===== src/rtl/lexington_pkg.sv =====
// Shared definitions for the Lexington RV32 load/store path.
//   lsu_op_t       : load/store operation encoding carried from decode/ALU
//   EXC_*          : mcause codes reported by the LSU
//   op_is_store()  : classifies an operation as a store
package lexington_pkg;

    typedef enum logic [3:0] {
        LSU_NONE = 4'd0,
        LSU_LB   = 4'd1,
        LSU_LH   = 4'd2,
        LSU_LW   = 4'd3,
        LSU_LBU  = 4'd4,
        LSU_LHU  = 4'd5,
        LSU_SB   = 4'd6,
        LSU_SH   = 4'd7,
        LSU_SW   = 4'd8
    } lsu_op_t;

    localparam logic [3:0] EXC_LOAD_MISALIGNED  = 4'd4;
    localparam logic [3:0] EXC_LOAD_FAULT       = 4'd5;
    localparam logic [3:0] EXC_STORE_MISALIGNED = 4'd6;
    localparam logic [3:0] EXC_STORE_FAULT      = 4'd7;

    function automatic logic op_is_store(input lsu_op_t op);
        return (op == LSU_SB) || (op == LSU_SH) || (op == LSU_SW);
    endfunction

endpackage


===== src/rtl/lsu_align.sv =====
// Combinational byte-lane logic for the LSU.
//   op, addr    : operation and effective address being checked/steered
//   wdata       : store source data (rs2)
//   rdata       : raw word returned by the data bus
//   misaligned  : halfword with addr[0]=1 or word with addr[1:0]!=0
//   be          : byte enables for the bus access
//   wdata_lane  : store data replicated across byte lanes
//   rdata_ext   : selected load lane, sign/zero-extended to 32 bits
module lsu_align
    import lexington_pkg::*;
(
    input  lsu_op_t     op,
    input  logic [31:0] addr,
    input  logic [31:0] wdata,
    input  logic [31:0] rdata,
    output logic        misaligned,
    output logic [3:0]  be,
    output logic [31:0] wdata_lane,
    output logic [31:0] rdata_ext
);

    logic [7:0]  byte_sel;
    logic [15:0] half_sel;

    always_comb begin
        byte_sel   = rdata[{addr[1:0], 3'b000} +: 8];
        half_sel   = addr[1] ? rdata[31:16] : rdata[15:0];
        misaligned = 1'b0;
        be         = 4'b1111;
        wdata_lane = '0;
        rdata_ext  = '0;
        case (op)
            LSU_LB:  rdata_ext = {{24{byte_sel[7]}}, byte_sel};
            LSU_LBU: rdata_ext = {24'd0, byte_sel};
            LSU_LH: begin
                misaligned = addr[0];
                rdata_ext  = {{16{half_sel[15]}}, half_sel};
            end
            LSU_LHU: begin
                misaligned = addr[0];
                rdata_ext  = {16'd0, half_sel};
            end
            LSU_LW: begin
                misaligned = |addr[1:0];
                rdata_ext  = rdata;
            end
            LSU_SB: begin
                be         = 4'b0001 << addr[1:0];
                wdata_lane = {4{wdata[7:0]}};
            end
            LSU_SH: begin
                misaligned = addr[0];
                be         = 4'b0011 << addr[1:0];
                wdata_lane = {2{wdata[15:0]}};
            end
            LSU_SW: begin
                misaligned = |addr[1:0];
                wdata_lane = wdata;
            end
            default: ;
        endcase
    end

endmodule


===== src/rtl/lsu.sv =====
// Load/store unit: one data-bus transaction at a time.
//   clk, rst_n                : core clock, synchronous active-low reset
//   req_*                     : request from the ALU stage (req_ready high only in IDLE)
//   rsp_*                     : one-cycle response to writeback/trap logic
//   bus_req/we/addr/be/wdata  : data-bus request, held stable until bus_gnt
//   bus_gnt/rvalid/rdata/err  : data-bus handshake and response
// TIMEOUT_CYCLES bounds the time spent in REQ+WAIT (0 disables the timeout).
module lsu
    import lexington_pkg::*;
#(
    parameter int unsigned TIMEOUT_CYCLES = 255
) (
    input  logic        clk,
    input  logic        rst_n,
    input  logic        req_valid,
    input  lsu_op_t     req_op,
    input  logic [31:0] req_addr,
    input  logic [31:0] req_wdata,
    output logic        req_ready,
    output logic        rsp_valid,
    output logic [31:0] rsp_rdata,
    output logic        rsp_exc,
    output logic [3:0]  rsp_cause,
    output logic [31:0] rsp_badaddr,
    output logic        bus_req,
    output logic        bus_we,
    output logic [31:0] bus_addr,
    output logic [3:0]  bus_be,
    output logic [31:0] bus_wdata,
    input  logic        bus_gnt,
    input  logic        bus_rvalid,
    input  logic [31:0] bus_rdata,
    input  logic        bus_err
);

    typedef enum logic [1:0] {
        S_IDLE = 2'd0,
        S_REQ  = 2'd1,
        S_WAIT = 2'd2,
        S_RESP = 2'd3
    } state_t;

    localparam logic [31:0] TIMEOUT_LAST = 32'(TIMEOUT_CYCLES - 1);

    state_t      state_q, state_d;
    lsu_op_t     op_q, op_d;
    logic [31:0] addr_q, addr_d;
    logic [31:0] wdata_q, wdata_d;
    logic [31:0] rdata_q, rdata_d;
    logic        exc_q, exc_d;
    logic [3:0]  cause_q, cause_d;
    logic [31:0] cnt_q, cnt_d;

    lsu_op_t     al_op;
    logic [31:0] al_addr;
    logic        al_misaligned;
    logic [3:0]  al_be;
    logic [31:0] al_wdata;
    logic [31:0] al_rdata;
    logic        store;
    logic        timeout_hit;

    // One aligner serves both the IDLE misalignment check (live request)
    // and the REQ/WAIT steering (latched request).
    assign al_op   = (state_q == S_IDLE) ? req_op   : op_q;
    assign al_addr = (state_q == S_IDLE) ? req_addr : addr_q;

    lsu_align u_align (
        .op         (al_op),
        .addr       (al_addr),
        .wdata      (wdata_q),
        .rdata      (bus_rdata),
        .misaligned (al_misaligned),
        .be         (al_be),
        .wdata_lane (al_wdata),
        .rdata_ext  (al_rdata)
    );

    always_comb begin
        state_d     = state_q;
        op_d        = op_q;
        addr_d      = addr_q;
        wdata_d     = wdata_q;
        rdata_d     = rdata_q;
        exc_d       = exc_q;
        cause_d     = cause_q;
        cnt_d       = '0;
        req_ready   = 1'b0;
        rsp_valid   = 1'b0;
        rsp_rdata   = '0;
        rsp_exc     = 1'b0;
        rsp_cause   = '0;
        rsp_badaddr = '0;
        bus_req     = 1'b0;
        bus_we      = 1'b0;
        bus_addr    = '0;
        bus_be      = '0;
        bus_wdata   = '0;

        store       = op_is_store(op_q);
        timeout_hit = (TIMEOUT_CYCLES != 0) && (cnt_q == TIMEOUT_LAST);

        case (state_q)
            S_IDLE: begin
                req_ready = 1'b1;
                if (req_valid && (req_op != LSU_NONE)) begin
                    op_d    = req_op;
                    addr_d  = req_addr;
                    wdata_d = req_wdata;
                    rdata_d = '0;
                    if (al_misaligned) begin
                        exc_d   = 1'b1;
                        cause_d = op_is_store(req_op) ? EXC_STORE_MISALIGNED
                                                      : EXC_LOAD_MISALIGNED;
                        state_d = S_RESP;
                    end else begin
                        exc_d   = 1'b0;
                        cause_d = '0;
                        state_d = S_REQ;
                    end
                end
            end
            S_REQ: begin
                bus_req   = 1'b1;
                bus_we    = store;
                bus_addr  = {addr_q[31:2], 2'b00};
                bus_be    = al_be;
                bus_wdata = store ? al_wdata : '0;
                cnt_d     = cnt_q + 32'd1;
                if (bus_gnt) begin
                    state_d = S_WAIT;
                end else if (timeout_hit) begin
                    exc_d   = 1'b1;
                    cause_d = store ? EXC_STORE_FAULT : EXC_LOAD_FAULT;
                    state_d = S_RESP;
                end
            end
            S_WAIT: begin
                cnt_d = cnt_q + 32'd1;
                if (bus_rvalid) begin
                    state_d = S_RESP;
                    if (bus_err) begin
                        exc_d   = 1'b1;
                        cause_d = store ? EXC_STORE_FAULT : EXC_LOAD_FAULT;
                    end else begin
                        rdata_d = store ? '0 : al_rdata;
                    end
                end else if (timeout_hit) begin
                    exc_d   = 1'b1;
                    cause_d = store ? EXC_STORE_FAULT : EXC_LOAD_FAULT;
                    state_d = S_RESP;
                end
            end
            S_RESP: begin
                rsp_valid   = 1'b1;
                rsp_rdata   = exc_q ? '0 : rdata_q;
                rsp_exc     = exc_q;
                rsp_cause   = exc_q ? cause_q : '0;
                rsp_badaddr = exc_q ? addr_q : '0;
                state_d     = S_IDLE;
            end
            default: state_d = S_IDLE;
        endcase
    end

    always_ff @(posedge clk) begin
        if (!rst_n) begin
            state_q <= S_IDLE;
            op_q    <= LSU_NONE;
            addr_q  <= '0;
            wdata_q <= '0;
            rdata_q <= '0;
            exc_q   <= 1'b0;
            cause_q <= '0;
            cnt_q   <= '0;
        end else begin
            state_q <= state_d;
            op_q    <= op_d;
            addr_q  <= addr_d;
            wdata_q <= wdata_d;
            rdata_q <= rdata_d;
            exc_q   <= exc_d;
            cause_q <= cause_d;
            cnt_q   <= cnt_d;
        end
    end

endmodule


===== config.mk =====
export PLATFORM = sky130hd
export DESIGN_NAME = lsu
export DESIGN_NICKNAME = d
export VERILOG_FILES = /design/src/rtl/lexington_pkg.sv /design/src/rtl/lsu_align.sv /design/src/rtl/lsu.sv
export SDC_FILE = /design/constraint.sdc
export NUM_CORES = 1
export LEC_CHECK = 0
export BUFFER_PORTS_ARGS = -buffer_cell sky130_fd_sc_hd__buf_2
export CAP_MARGIN = 10
export CORE_ASPECT_RATIO = 1.1
export CORE_MARGIN = 4
export CORE_UTILIZATION = 53
export CTS_CLUSTER_DIAMETER = 30
export DETAILED_ROUTE_END_ITERATION = 8
export HOLD_SLACK_MARGIN = 0.08
export PLACE_DENSITY = 0.82
export SETUP_SLACK_MARGIN = 0.4
export SLEW_MARGIN = 40
export SYNTH_ARGS = -nofsm -noshare
export SYNTH_HDL_FRONTEND = slang
export SYNTH_HIERARCHICAL = 1
export SYNTH_SLANG_ARGS = --single-unit

===== constraint.sdc =====
create_clock -name clk -period 4.05 [get_ports clk]
set_input_delay 1.215 -clock clk [delete_from_list [all_inputs] [get_ports clk]]
set_output_delay 1.215 -clock clk [all_outputs]
set_load 0.005 [all_outputs]

### Yosys cells after proc, flatten, opt, wreduce, memory -nomap -nowiden

Index checks and enable logic that the tools add are counted.

* word-level logic and storage cells: 101
* input port bits: 106
* flip-flop bits (word level): 139
* output and inout bits: 141

* shift-type cells: 3
* equality and inequality tests: 23
* reductions and logical operators: 17
* muxes and demuxes: 49
* $add $sub $neg: 1

Operator list (count)
* $mux 32: 11
* $pmux 32 s5: 1
* $pmux 32 s3: 1
* $pmux 32 s2: 1
* $mux 4: 9
* $add 32x1->32 const B: 1
* $eq 32x8->1 const B: 1
* $eq 4x3->1 const B: 8
* $shiftx 32x6->8: 1
* $mux 16: 1
* $mux 2: 8
* $eq 4x4->1 const B: 3
* $pmux 4 s3: 1
* $mux 1: 11
* $eq 4x2->1 const B: 2
* $pmux 2 s4: 1
* $pmux 4 s2: 1
* $reduce_and 4->1: 2
* $ne 2x2->1 const B: 3
* $reduce_or 2->1: 3
* $eq 2x2->1 const B: 2
* $eq 4x1->1 const B: 1
* $logic_or 1x1->1: 4
* $reduce_and 2->1: 2
* other kinds (14): 14

### Depth between registers and ports, before layout

* depth in word-level cells: 8
* depth in mapped cells: 14
* mapped depth without buffers: 11

### Cells and area by module

Netlist, hierarchy kept.

By module, submodules not included
* lsu: times used 1, sequential area each 2782.7 um^2, area each 7131.8 um^2, cells an instance 880
* lsu_align: times used 1, sequential area each 0.0 um^2, area each 1293.7 um^2, cells an instance 178

### Worst setup path before layout

No wires, ideal clock.

* kind: input -> output
* from: input port req_op[1]
* to: output port bus_wdata[10]
* stages: 6
* data arrival time: 2.619 ns
* data required time: 2.835 ns
* slack: 0.216 ns
* path buffers: 1
* cells stage by stage: mux2_2 buf_2 nor4b_4 a21o_1 a22o_1 and3_1

* cells in the longest elaborated chain, start to end: 5
* elaborated cells on any way between the ends: 7
* those cells by class: 3 x eq/ne; 4 x mux

RTL lines
* start, declared: line lsu.sv:16 `input lsu_op_t req_op,`
* $mux 4 (*): line lsu.sv:65 `assign al_op = (state_q == S_IDLE) ? req_op : op_q;`
* $eq 4x4->1 / $eq 4x3->1 (equally long branches): line lsu_align.sv:32 `case (op)`
* $pmux 32 s3 (*): line lsu_align.sv:32
* via al_wdata[10]: line lsu.sv:58 `logic [31:0] al_wdata;`
* $mux 32 (*): line lsu.sv:128 `bus_wdata = store ? al_wdata : '0;`
* $mux 32 (*): line lsu.sv:103 `case (state_q)`
* end, declared: line lsu.sv:29 `output logic [31:0] bus_wdata,`

Mark *: on every way through the listed nets, which the timed path passes. The rest lies on a longest branch.

### Final worst setup path

* from: input port req_op[3]
* to: output port bus_wdata[12]

* cells in the longest elaborated chain, start to end: 5
* elaborated cells on any way between the ends: 7
* those cells by class: 3 x eq/ne; 4 x mux

RTL lines
* $mux 4 (*): line lsu.sv:65
* via al_op[3]: line lsu.sv:54 `lsu_op_t al_op;`
* $eq 4x4->1 / $eq 4x3->1 (equally long branches): line lsu_align.sv:32
* $pmux 32 s3 (*): line lsu_align.sv:32
* via al_wdata[12]: line lsu.sv:58
* $mux 32 (*): line lsu.sv:128
* $mux 32 (*): line lsu.sv:103

Marked as above.

==> summary.txt <==
Run status
  • Outcome: complete, no violations

Clocking
  • Clock transition at path regs: 0.06 ns
  • Maximum level of the CTS H-tree: 4
  • Clock latency at the later pin of the worst-skew pair: 0.42 ns
  • Number of buffers added to fix hold violations after cts: 0
  • Count of clock tree sinks: 139
  • Number of buffers added by the clock tree synthesis step: 17
  • Buffers from clock root to sink, at most: 2
  • CTS tree: built
  • Cell at the root of the clock tree: clkbuf_16

Timing
  • Fin Setup TNS: 0 ns
  • Setup repair after global routing missed its margin: yes
  • Relative slew slack: 0.456
  • Final slew viol count: 0
  • Clock period minus final worst setup slack: 3.99 ns
  • Final hold viol count: 0
  • Final setup violating endpoints: 0
  • Maximum achievable frequency: 0.251 GHz
  • Final setup skew: 0.00820 ns
  • Fin crit share: 0.985
  • Worst setup slack after layout: 0.0616 ns
  • Slew at the pin closest to its max-slew limit: 0.814 ns

Global routing
  • GR Util All Layers: 0.264
  • First-pass GRT wire length: 37400 um
  • Number of antenna violations at the first check in global routing: 0
  • Vias in the first global route: 7633
  • Maximum number of pins on one net before global-route repair: 70
  • Aggregate global routing overflow: 0

Setup path
  • Crit path DAT: 2.77 ns
  • Nature of the critical path startpoint: input pin
  • Type of destination of the critical path: output pin
  • Worst setup path class: in -> out
  • Most numerous cell on the critical path: buf_6
  • Crit-path cells: buf_6 > mux2_4 > buf_6 > nand3b_1 > nor2_1 > buf_4 > a22o_1 > and3_1 > buf_2
  • Max incr delay on CP: 0.26 ns
  • Worst EP required: 2.83 ns
  • Critical Path Fanout Max: 8
  • Slowest stage cell, crit path: mux2_4

Routing
  • DR vias: 8200
  • Drt drc: 0
  • Met3 WL: 1710 um
  • Met2 wirelength from detailed routing: 11600 um
  • Avg Vias per Cell: 5.67
  • Wire length per cell: 16.3 um
  • Number of DRC violations after detailed-routing iteration 0: 749
  • Total length of routed wires: 23600 um
  • Antenna viol nets, final: 0
  • DRT Pass-1 Iters: 5
  • WL met1: 9570 um
  • Uppermost layer routed: met4

Layout
  • Most used cells in the layout excluding fill and tap cells: buf_2, nand2_1, dfxtp_1
  • Ratio of cells with drive above 1 in the final layout: 0.294
  • Final antenna diode count: 0
  • Most common library cell in the layout ignoring fill and taps: buf_2
  • Filler Cell Count: 1235
  • Post-synthesis to final-layout area growth: 26.8%
  • Nets: 1350

Floorplanning
  • Die area: 17300 um2
  • Core area: 15000 um2
  • Number of top-level pins: 247
  • Chip height: 138 um
  • Row count: 47
  • Effective utilization at floorplan: 0.539
  • Die span in x: 126 um

Synth
  • Post-synth design cell area: 8080 um2
  • Post-Syn Instances: 1026
  • Mean area per synthesized cell: 7.88 um2
  • Synthesis Warnings: 6

Place
  • Post-detailed-placement half-perimeter wirelength: 16400 um
  • Pre-CTS setup slack: 0.0105 ns
  • IO buf count: 244
  • Gp weighted congestion: 0.932

Pwr
  • Worst IR drop on VDD: 0.521 mV
  • Total power divided by cell area: 541 nW/um2
  • Total leakage power: 4.75 nW

Hold path
  • Hold Crit Class: reg -> reg

Job
  • Maximum capacitance violations: 0
-- worst paths after layout --
kind	slack, ns	depth (start not counted)	end	start
max	0.06	9	bus_wdata[12]	req_op[3]
min	0.44	2	rdata_q[12]	rdata_q[12]
max reg2reg	1.09	10	rdata_q[17]	state_q[1]
min reg2reg	0.44	2	rdata_q[12]	rdata_q[12]
-- critical path, delay by kind of cell --
kind,cells,cell delay [ns]
simple gates,3,0.61
buf+inv,4,0.53
mux,1,0.26
compound gates,1,0.14
-- flip-flops by register name, indices dropped and copies added, names as in the netlist --
signal / cells
rdata_q: 32
cause_q: 4
cnt_q: 32
op_q: 4
wdata_q: 32
state_q: 2
addr_q: 32
exc_q: 1
-- where the power goes --
part | leakage, nW | total (mW) | internal, mW | switching [mW]
clock network | 0.289 | 1.54 | 0.951 | 0.585
registers | 1.13 | 1.66 | 1.53 | 0.132
logic | 3.33 | 2.34 | 0.896 | 1.45
-- final cells by class --
| cell class | count | area [um2] | area share |
|---|---|---|---|
| clock buffers | 21 | 470 | 0.0459 |
| clock inverters | 11 | 118 | 0.0115 |
| inverters | 7 | 26.3 | 0.00256 |
| multi-input cells | 788 | 4970 | 0.485 |
| flip-flops and latches | 139 | 2780 | 0.272 |
| well taps | 196 | 245 | 0.0239 |
| repair buffers | 285 | 1630 | 0.159 |
-- routing by layer --
layer | GRT usage | vias to the layer above
li1 | - | 3961
met1 | 0.324 | 3809
met2 | 0.453 | 370
met3 | 0.0624 | 60
met4 | 0.0976 | 0
met5 | 0 | -
-- per-stage QoR --
step | utilization | cell area [um2] | hold WS (ns) | std cells | power (mW)
3_3_place_gp | 0.625 | 9380 | 0.431 | 1402 | 3.75
2_1_floorplan | - | 8100 | 0.417 | 1027 | 3.24
4_1_cts | 0.678 | 10200 | 0.448 | 1443 | 5.47
5_1_grt | 0.683 | 10200 | 0.479 | 1447 | 5.86
3_5_place_dp | 0.626 | 9390 | 0.439 | 1402 | 3.81
6_report | 0.683 | 10200 | 0.445 | 1447 | 5.54
-- timing repair --
| item | CTS | global route |
|---|---|---|
| pin swaps | 14 | 14 |
| setup endpoints to repair | 33 | 36 |
| buffers inserted | 8 | 4 |
| gates resized for setup | 39 | 13 |
| cloned | 1 | 0 |
Power figures use the tool's default switching activity.
